## src/rtl/vme_cmd_arbiter.sv

```systemverilog
// Round-robin arbiter that shares the single VME command port among NREQ
// requesters, formats the command word and aborts stalled accesses on timeout.
module vme_cmd_arbiter #(
   parameter int          NREQ    = 2,
   parameter int          TIMEOUT = 255,
   parameter logic [31:0] MASK    = 32'h00A80000
) (
   input  logic                 clk,
   input  logic                 rst_n,
   input  logic [NREQ-1:0]      req,
   input  logic [NREQ-1:0]      req_rd,
   input  logic [16*NREQ-1:0]   req_addr,
   input  logic [16*NREQ-1:0]   req_wdata,
   output logic [NREQ-1:0]      gnt,
   output logic [NREQ-1:0]      done,
   output logic [15:0]          rdata,
   output logic                 err,
   input  logic                 vme_cmd_rd,
   output logic                 start,
   output logic [31:0]          vme_cmd_reg,
   output logic [31:0]          vme_dat_reg_in,
   input  logic                 vme_dat_wr,
   input  logic [31:0]          vme_dat_reg_out
);

   localparam int              PW       = (NREQ > 2) ? 2 : 1;
   localparam logic [15:0]     CNT_LAST = 16'(TIMEOUT - 1);
   localparam logic [31:0]     RD_BIT   = 32'h0200_0000;
   localparam logic [31:0]     WR_BIT   = 32'h0100_0000;
   localparam logic [NREQ-1:0] ONE      = {{(NREQ-1){1'b0}}, 1'b1};

   typedef enum logic [1:0] {IDLE, ISSUE, WAIT} state_t;

   state_t         state, state_nx;
   logic [PW-1:0]  ptr, ptr_nx, cur, cur_nx, win;
   logic           cur_rd, cur_rd_nx, win_rd;
   logic [15:0]    cnt, cnt_nx, win_addr, win_wdata, rdata_nx;
   logic [NREQ-1:0] gnt_nx, done_nx;
   logic           start_nx, err_nx;
   logic [31:0]    cmd_nx, wdat_nx;
   int             cand;
   logic           unused_hi;

   assign unused_hi = ^vme_dat_reg_out[31:16];

   // Round-robin pick: scan downward so the nearest requester after ptr wins last.
   always_comb begin
      win  = ptr;
      cand = 0;
      for (int k = NREQ; k >= 1; k--) begin
         cand = int'(ptr) + k;
         if (cand >= NREQ) cand = cand - NREQ;
         if ((req & (ONE << cand)) != '0) win = PW'(cand);
      end
      win_rd    = |(req_rd & (ONE << win));
      win_addr  = 16'(req_addr >> (16 * int'(win)));
      win_wdata = 16'(req_wdata >> (16 * int'(win)));
   end

   always_comb begin
      state_nx  = state;
      ptr_nx    = ptr;
      cur_nx    = cur;
      cur_rd_nx = cur_rd;
      cnt_nx    = cnt;
      start_nx  = 1'b0;
      gnt_nx    = '0;
      done_nx   = '0;
      err_nx    = 1'b0;
      rdata_nx  = rdata;
      cmd_nx    = vme_cmd_reg;
      wdat_nx   = vme_dat_reg_in;
      case (state)
         IDLE: begin
            cmd_nx  = MASK;
            wdat_nx = '0;
            if (vme_cmd_rd && (req != '0)) begin
               ptr_nx    = win;
               cur_nx    = win;
               cur_rd_nx = win_rd;
               start_nx  = 1'b1;
               gnt_nx    = ONE << win;
               cmd_nx    = MASK | {16'h0, win_addr} | (win_rd ? RD_BIT : WR_BIT);
               wdat_nx   = win_rd ? 32'h0 : {16'h0, win_wdata};
               state_nx  = ISSUE;
            end
         end
         ISSUE: begin
            cnt_nx   = '0;
            state_nx = WAIT;
         end
         WAIT: begin
            // A completion strobe beats a timeout landing in the same cycle.
            if (vme_dat_wr) begin
               done_nx  = ONE << cur;
               if (cur_rd) rdata_nx = vme_dat_reg_out[15:0];
               cmd_nx   = MASK;
               wdat_nx  = '0;
               state_nx = IDLE;
            end else if (cnt == CNT_LAST) begin
               done_nx  = ONE << cur;
               err_nx   = 1'b1;
               if (cur_rd) rdata_nx = 16'hDEAD;
               cmd_nx   = MASK;
               wdat_nx  = '0;
               state_nx = IDLE;
            end else begin
               cnt_nx = cnt + 16'd1;
            end
         end
         default: begin
            cmd_nx   = MASK;
            wdat_nx  = '0;
            state_nx = IDLE;
         end
      endcase
   end

   // All port outputs come straight from flops; reset abandons any access.
   always_ff @(posedge clk or negedge rst_n) begin
      if (!rst_n) begin
         state          <= IDLE;
         ptr            <= PW'(NREQ - 1);
         cur            <= '0;
         cur_rd         <= 1'b0;
         cnt            <= '0;
         start          <= 1'b0;
         gnt            <= '0;
         done           <= '0;
         err            <= 1'b0;
         rdata          <= '0;
         vme_cmd_reg    <= MASK;
         vme_dat_reg_in <= '0;
      end else begin
         state          <= state_nx;
         ptr            <= ptr_nx;
         cur            <= cur_nx;
         cur_rd         <= cur_rd_nx;
         cnt            <= cnt_nx;
         start          <= start_nx;
         gnt            <= gnt_nx;
         done           <= done_nx;
         err            <= err_nx;
         rdata          <= rdata_nx;
         vme_cmd_reg    <= cmd_nx;
         vme_dat_reg_in <= wdat_nx;
      end
   end

endmodule

```

## config.mk

```make
export PLATFORM = sky130hd
export DESIGN_NAME = vme_cmd_arbiter
export DESIGN_NICKNAME = d
export VERILOG_FILES = /design/src/rtl/vme_cmd_arbiter.sv
export SDC_FILE = /design/constraint.sdc
export NUM_CORES = 1
export LEC_CHECK = 0
export BUFFER_PORTS_ARGS = -buffer_cell sky130_fd_sc_hd__buf_2
export CAP_MARGIN = 20
export CORE_ASPECT_RATIO = 1.1
export CORE_MARGIN = 5
export CORE_UTILIZATION = 49
export DETAILED_ROUTE_END_ITERATION = 12
export HOLD_SLACK_MARGIN = 0.15
export PLACE_DENSITY = 0.9
export RECOVER_POWER = 100
export SYNTH_ARGS = -nofsm -noshare
export SYNTH_HDL_FRONTEND = slang
export SYNTH_SLANG_ARGS = --single-unit
export TNS_END_PERCENT = 100
```

## constraint.sdc

```tcl
create_clock -name clk -period 5.25 [get_ports clk]
set_input_delay 1.05 -clock clk [delete_from_list [all_inputs] [get_ports clk]]
set_output_delay 1.05 -clock clk [all_outputs]
set_load 0.005 [all_outputs]
```

Word level (Yosys, flattened, before mapping)
Index checks and enable logic that the tools add are counted.
{"block": "classes", "n_addsub": 5, "order_cmp": 2, "eq_ne": 7, "n_shift": 6, "n_mux": 35, "bitwise_logic": 5, "n_reduce_logical": 13}
{"cell": "$mux W32", "count": 6}
{"cell": "$pmux W32 S3", "count": 2}
{"cell": "$mux W16", "count": 8}
{"cell": "$shl A1 B32 Y2 const A", "count": 2}
{"cell": "$shr A32 B5 Y16", "count": 2}
{"cell": "$mux W26", "count": 2}
{"cell": "$pmux W16 S2", "count": 1}
{"cell": "$or A24 B26 Y26", "count": 1}
{"cell": "$add A16 B1 Y16 const B", "count": 1}
{"cell": "$eq A16 B8 Y1 const B", "count": 1}
{"cell": "$mux W2", "count": 8}
{"cell": "$reduce_bool A2 Y1", "count": 5}
{"cell": "$mux W1", "count": 7}
{"cell": "$and A2 B2 Y2", "count": 3}
{"cell": "$ne A2 B2 Y1 const B", "count": 3}
{"cell": "$pmux W2 S3", "count": 1}
{"cell": "$reduce_and A2 Y1", "count": 3}
{"cell": "$reduce_and A3 Y1", "count": 2}
{"cell": "$shl A1 B1 Y2 const A", "count": 2}
{"cell": "$sub A3 B2 Y4 const B", "count": 1}
{"cell": "$add A1 B2 Y3 const B", "count": 1}
{"cell": "$ge A3 B2 Y1 const B", "count": 1}
{"cell": "$ne A3 B3 Y1 const B", "count": 1}
{"cell": "$sub A2 B2 Y3 const B", "count": 1}
{"cell": "other kinds (8)", "count": 8}
{"block": "totals", "reg_bits": 107, "in_bits": 104, "out_inout_bits": 86, "wordCells": 85}

Longest topological paths before layout
Gate-level depths: netlist (run 1).
{"block": "depth", "word_depth": 15, "ltp_mapped": 7, "depth_no_buf": 6}

Worst setup path after synthesis (run 1)
OpenSTA, ideal clock, no wires.
{"block": "synth_timing", "path_type": "input to register", "start": "input vme_dat_wr", "end": "register cnt[10]", "setup_ns": 0.125, "arrival_time_ns": 2.328, "required_ns": 5.125, "slack_ns": 2.797, "path_stages": 4, "path_buffers": 0, "cell_sequence": "or3b_1 > a41o_1 > or4_1 > mux2i_1"}
{"block": "synth_via", "elab_chain_cells": 2}
{"element": "from (decl)", "line": "22", "text": "input logic vme_dat_wr,"}
{"element": "$ne A2 B2 Y1 (no source line)"}
{"element": "$reduce_and A3 Y1 (no source line)"}
{"element": "to (signal assigned)", "line": "139", "text": "cnt <= cnt_nx;"}
{"element": "to (decl)", "line": "37", "text": "logic [15:0] cnt, cnt_nx, win_addr, win_wdata, rdata_nx;"}
Every way passes these cells.
A chain may end at the register's enable or synchronous reset.

Worst setup path in the final report (run 1)
{"block": "layout_timing", "start": "input vme_dat_wr", "end": "register vme_cmd_reg[24]"}
{"block": "layout_via", "elab_chain_cells": 2, "elab_cells_between_ends": 4, "cone_classes": "1 x eq/ne; 2 x mux; 1 x reduce/logical"}
{"element": "$mux W32 or $ne A3 B3 Y1 (tied branches)"}
{"element": "$pmux W32 S3 or $reduce_and A2 Y1 (tied branches)"}
{"element": "to (signal assigned)", "line": "145", "text": "vme_cmd_reg <= cmd_nx;"}
{"element": "to (decl)", "line": "20", "text": "output logic [31:0] vme_cmd_reg,"}
Parallel ways exist; a longest one is shown, timed or not.

==> results.toml, run 1 <==
[timing]
post-route-min-period_ns = 3.33
slew_viol_final = 78
fin_crit_sh_pct = 63.4
tns_ns = 0
fmax_ghz = 0.301
worst_pin_slew_ns = 1.87
finalHoldViolations = 0
grt_setup_unrepaired = "false"
skew_ns = 0.0104
setup_violations = 0
slew_headroom_pct = -24.4

[place]
numPortBuffers = 143
hpwl_um = 6550
dpl.cell_count = 524
gp_congestion = 0.896

[routing]
drc = 0
first_pass_iters = 4
wl_per_cell_um = 16.4
via_count = 2949
drt_iter0_drc = 123
antenna_left = 0
via_per_inst = 5.46
routed_wl_um = 8830

[synthesis]
synth_top_area_share_pct = 52.3
synth_cell_types = 44
avgSynthCellArea_um2 = 11.8
synthFlopType = "dfrtp_1"
netlist_area_um2 = 3640
ys_seq_elements = 77
synth_edf_count = 0
yosysSeqAreaShare_pct = 53.0
yosys_warnings = 0
ys_top_cells_by_area = "dfrtp_1 (52%), mux2i_1 (10%), o2bb2ai_1 (7.9%), buf_4 (6.2%), o22a_1 (2.6%)"
yosys.area.top_type = "dfrtp_1"
ys_top_cells_by_count = "dfrtp_1 (76), mux2i_1 (37), o2bb2ai_1 (33)"
yosysMostFrequentCell = "dfrtp_1"
synthCells = 308
synthArstFlopShare_pct = 100

[setup_path]
path_max_fanout = 26
end_kind = "flop"
crit_type = "in -> reg"
worstPathRequired_ns = 5.53
r2r_cells = 7
cp-start-kind = "input port"
cp.arrival_ns = 3.61

[floorplan]
ioPinCount = 190
initial_utilization_pct = 49.5
die_h_um = 100
die_area_um2 = 9250
coreArea_um2 = 7350
rows = 33
fp.dieW_um = 92.2

[clock_network]
cts_hold_buffers = 0
cts_htree_levels = 3
cts_resized = 0
clk_latency_ns = 0.34
clk_pin_slew_ns = 0.08
cts_tree = "built"
clockRootBuffer = "clkbuf_8"
clock_sinks = 77
cts_max_path_buffers = 2
numCtsBuffers = 9
postCtsSetupRepairBufs = 0

[pwr]
comb_power_share_pct = 30.2
netSwitchingFraction_pct = 33.6
pwr-share-seq_pct = 47.0
power_frac_clock_pct = 22.8
p_switching_w = 0.000593
ir_drop_mv = 0.291
power_density_nw_per_um2 = 400
p_int_w = 0.00117
leakage_nw = 2.16

[grt]
grt_pass1_wl_um = 14400
first_global_vias = 3104
track_usage_pct = 19.5
grt_max_degree = 78
antenna_found_initial = 0
grt_overflow = 0

[hold_path]
hold_depth = 1
min_path_type = "reg -> reg"

[status]
violations = "max-capacitance violations, max-slew violations"
status = "finished with violations"

[final_layout]
diodes = 0
instances_no_fill = 540
syn_to_final_growth_pct = 21.2
fin_nets = 554
drive_gt1_share_pct = 26.3
largest_reg_flops = 18

[run]
cap_violations = 1
-- critical path: stages --
cell and delay [ns]:
clkbuf_1 0.15, or3b_1 0.45, a41o_1 0.40, nand2_1 0.37
clkbuf_1 0.91, a22o_1 0.27
-- placed cells by master (no fill, tap or decap), types with 3 or more instances in the layout --
cell       netlist  routed
nand2_1         11      11
nand4_1          4       4
o2bb2ai_1       33      33
nor2_1           5       5
mux2i_1         37      37
conb_1           2      30
o22a_1          11      11
nand3_1         12      12
nor3_1           2       3
buf_2            6     101
o31ai_1          4       4
nand2b_1         4       4
clkbuf_8         0      10
inv_1            6       6
o211ai_1         6       6
dfrtp_1         76      76
a22o_1           6       6
or4_1            3       3
o21ai_0          5       5
clkbuf_1         6      44
-- path summary, 6_finish.rpt --
check                                start           endpoint  slack, ns
worst max register to register      cnt[0]    vme_cmd_reg[24]       2.02
max in group asynchronous            rst_n            cnt[10]       2.93
min in group asynchronous            rst_n  vme_dat_reg_in[0]       1.21
worst min register to register    rdata[5]           rdata[5]       0.49
worst min-delay path              rdata[5]           rdata[5]       0.49
worst max-delay path            vme_dat_wr    vme_cmd_reg[24]       1.92
-- layout make-up --
type,count,area (um2)
Inverter,6,22.5
Timing Repair Buffer,146,676
Clock buffer,11,141
Clock inverter,5,35.0
Tap cell,87,109
Sequential cell,77,1930
Multi-Input combinational cell,208,1500
Fill cell,620,2940
-- power groups by stage --
stage | clock [W] | combinational, W | sequential [W]
floorplan | 0 | 0.000332 | 0.000837
global placement | 0 | 0.000537 | 0.000829
detailed placement | 0 | 0.000575 | 0.000833
CTS | 0.000414 | 0.000576 | 0.000827
global route | 0.000440 | 0.000590 | 0.000851
finish | 0.000402 | 0.000532 | 0.000829
-- metrics by stage --
stage	power [W]	utilization [%]	hold WS (ns)	area [um2]	setup slack [ns]
3_3_place_gp	0.00137	58.5	0.466	4300	2.00
6_report	0.00176	60.0	0.487	4410	1.92
2_1_floorplan	0.00117	-	0.428	3740	2.80
3_5_place_dp	0.00141	58.8	0.470	4320	2.13
5_1_grt	0.00188	60.0	0.510	4410	1.81
4_1_cts	0.00182	61.2	0.491	4500	2.48
-- layer usage --
layer,part of all wire [%],global-route usage [%],vias to the layer above
met5,0,0,-
met4,1.9,7.09,0
met3,9.0,6.22,15
met2,49,32.1,164
met1,40,24.2,1395
li1,-,-,1375
-- kinds of logic (layout without fill, tap and decap cells) --
family                   count (synthesis)  count (layout)  share of synthesized area (%)
adder cells (fa/ha/maj)                  2               2                          0.688
AND/OR/NAND/NOR                         62              62                           9.87
flip-flops                              77              77                           53.0
multiplexers                            37              37                           10.2
other                                    2              30                          0.206
buffers and inverters                   51             168                           8.56
AO/OA/AOI/OAI                           77              77                           17.5
Power figures use the tool's default switching activity.
==> run 2: changes to the inputs <==
--- a/config.mk
+++ b/config.mk
@@ -9,10 +9,10 @@
 export CAP_MARGIN = 20
 export CORE_ASPECT_RATIO = 1.1
 export CORE_MARGIN = 5
-export CORE_UTILIZATION = 49
+export CORE_UTILIZATION = 41
 export DETAILED_ROUTE_END_ITERATION = 12
 export HOLD_SLACK_MARGIN = 0.15
-export PLACE_DENSITY = 0.9
+export PLACE_DENSITY = 0.81
 export RECOVER_POWER = 100
 export SYNTH_ARGS = -nofsm -noshare
 export SYNTH_HDL_FRONTEND = slang
==> constraint.sdc (replaced) <==
create_clock -name clk -period 2.9 [get_ports clk]
set_input_delay 0.58 -clock clk [delete_from_list [all_inputs] [get_ports clk]]
set_output_delay 0.58 -clock clk [all_outputs]
set_load 0.005 [all_outputs]
==> run 2 against run 1 <==
Against the previous run:
- the run still ends with max-capacitance violations, max-slew violations left
- wire length fell by 0.20%
- final cell count is 5.9% higher
- total power increased by 88%
- largest cell class unchanged
- largest power group unchanged
==> results.toml, run 2 (synthesized netlist as in run 1, its figures left out) <==
[clock_network]
clockRootBuffer = "clkbuf_8"
postCtsSetupRepairBufs = 0
clk_latency_ns = 0.36
cts_htree_levels = 3
cts_max_path_buffers = 2
cts_hold_buffers = 0
cts_resized = 0
numCtsBuffers = 9
cts_tree = "built"
clock_sinks = 77
clk_pin_slew_ns = 0.08

[setup_path]
path_max_fanout = 11
path_cells = "inv_1, ha_1, nor4b_1, a41o_1, clkbuf_1, o311ai_0, o31ai_1"
cp-start-kind = "flop"
critPathBufInv = 2
max_stage_delay_ns = 0.54
crit_type = "reg -> reg"
crit_family = "compound AO/OA/AOI/OAI gates"
end_kind = "flop"
critPathSlowestCell = "nor4b_1"
cp.arrival_ns = 2.59
worstPathRequired_ns = 3.16

[routing]
drc = 0
wl_per_cell_um = 15.4
via_per_inst = 5.19
first_pass_iters = 4
antenna_left = 0
routed_wl_um = 8820
drt_iter0_drc = 65
via_count = 2969

[status]
violations = "max-capacitance violations, max-slew violations"
status = "finished with violations"

[pwr]
leakage_nw = 2.19
ir_drop_mv = 0.303
power_density_nw_per_um2 = 734
total_power_w = 0.00331

[timing]
worst_pin_slew_ns = 1.84
slew_viol_final = 78
fmax_ghz = 0.430
setup_violations = 0
hold_ws_ns = 0.458
post-route-min-period_ns = 2.33
finalHoldViolations = 0
grt_setup_unrepaired = "false"
tns_ns = 0
worst_slack_ns = 0.574
fin_crit_sh_pct = 80.2
skew_ns = 0.0151
slew_headroom_pct = -22.5

[final_layout]
final_common_cell = "buf_2"
layout_common_cells = "buf_2 (100), dfrtp_1 (76), clkbuf_1 (46)"
fin_nets = 559
drive_gt1_share_pct = 26.6
largest_reg_flops = 18
diodes = 0
syn_to_final_growth_pct = 23.8

[place]
hpwl_um = 6660
numPortBuffers = 143
place_ws_ns = 0.651
gp_congestion = 0.909

[grt]
grt_pass1_wl_um = 14300
track_usage_pct = 16.3
grt_max_degree = 78
grt_overflow = 0
first_global_vias = 3058
antenna_found_initial = 0

[floorplan]
initial_utilization_pct = 41.4
die_area_um2 = 10900
die_h_um = 109
coreArea_um2 = 8780
rows = 36
ioPinCount = 190
fp.dieW_um = 99.8

[hold_path]
min_path_type = "in -> reg"

[run]
cap_violations = 1
-- run 2: final cells by class --
cell class                      instances  area, um2
Clock buffer                           10        128
Clock inverter                          6       71.3
Fill cell                             801       4280
Inverter                                6       22.5
Multi-Input combinational cell        208       1500
Sequential cell                        77       1930
Tap cell                              114        143
Timing Repair Buffer                  151        712
-- run 2: worst register-to-register path, delay by kind of cell (launching register included) --
family	cells	cell delay, ns
buffers and inverters	2	0.50
AND/OR/NAND/NOR	1	0.54
AO/OA/AOI/OAI	3	0.61
adder cells (fa/ha/maj)	1	0.16
flip-flops	1	0.43
-- run 2: path summary, 6_finish.rpt --
check / from / end / slack (ns) / depth (start not counted)
max: cnt[0] / cnt[5] / 0.57 / 7
min: vme_dat_reg_out[3] / rdata[3] / 0.46 / 2
max reg2reg: cnt[0] / cnt[5] / 0.57 / 7
min reg2reg: cnt[15] / cnt[15] / 0.49 / 1
max in group asynchronous: rst_n / cnt[11] / 1.10 / 1
min in group asynchronous: rst_n / vme_dat_reg_in[13] / 0.71 / 1
-- run 2: power by group --
| group | internal (W) | leakage, nW | switching (W) | total [W] |
|---|---|---|---|---|
| Clock | 0.000407 | 0.0988 | 0.000415 | 0.000822 |
| Sequential | 0.00133 | 1.01 | 0.000174 | 0.00151 |
| Combinational | 0.000456 | 1.08 | 0.000522 | 0.000978 |
| Total | 0.00219 | 2.19 | 0.00111 | 0.00331 |
-- run 2: through the flow --
stage	util, %	instances	cell area, um2
2_1_floorplan	-	336	3740
3_3_place_gp	49.8	556	4380
3_5_place_dp	49.8	556	4380
4_1_cts	52.1	572	4570
5_1_grt	51.3	572	4500
6_report	51.3	572	4500
-- run 2: layer usage --
metal / up-vias / part of all wire (%) / global-route usage, %
li1: 1386 / - / -
met1: 1409 / 41 / 21.0
met2: 158 / 47 / 25.8
met3: 16 / 10 / 4.61
met4: 0 / 2.0 / 6.93
met5: - / 0 / 0
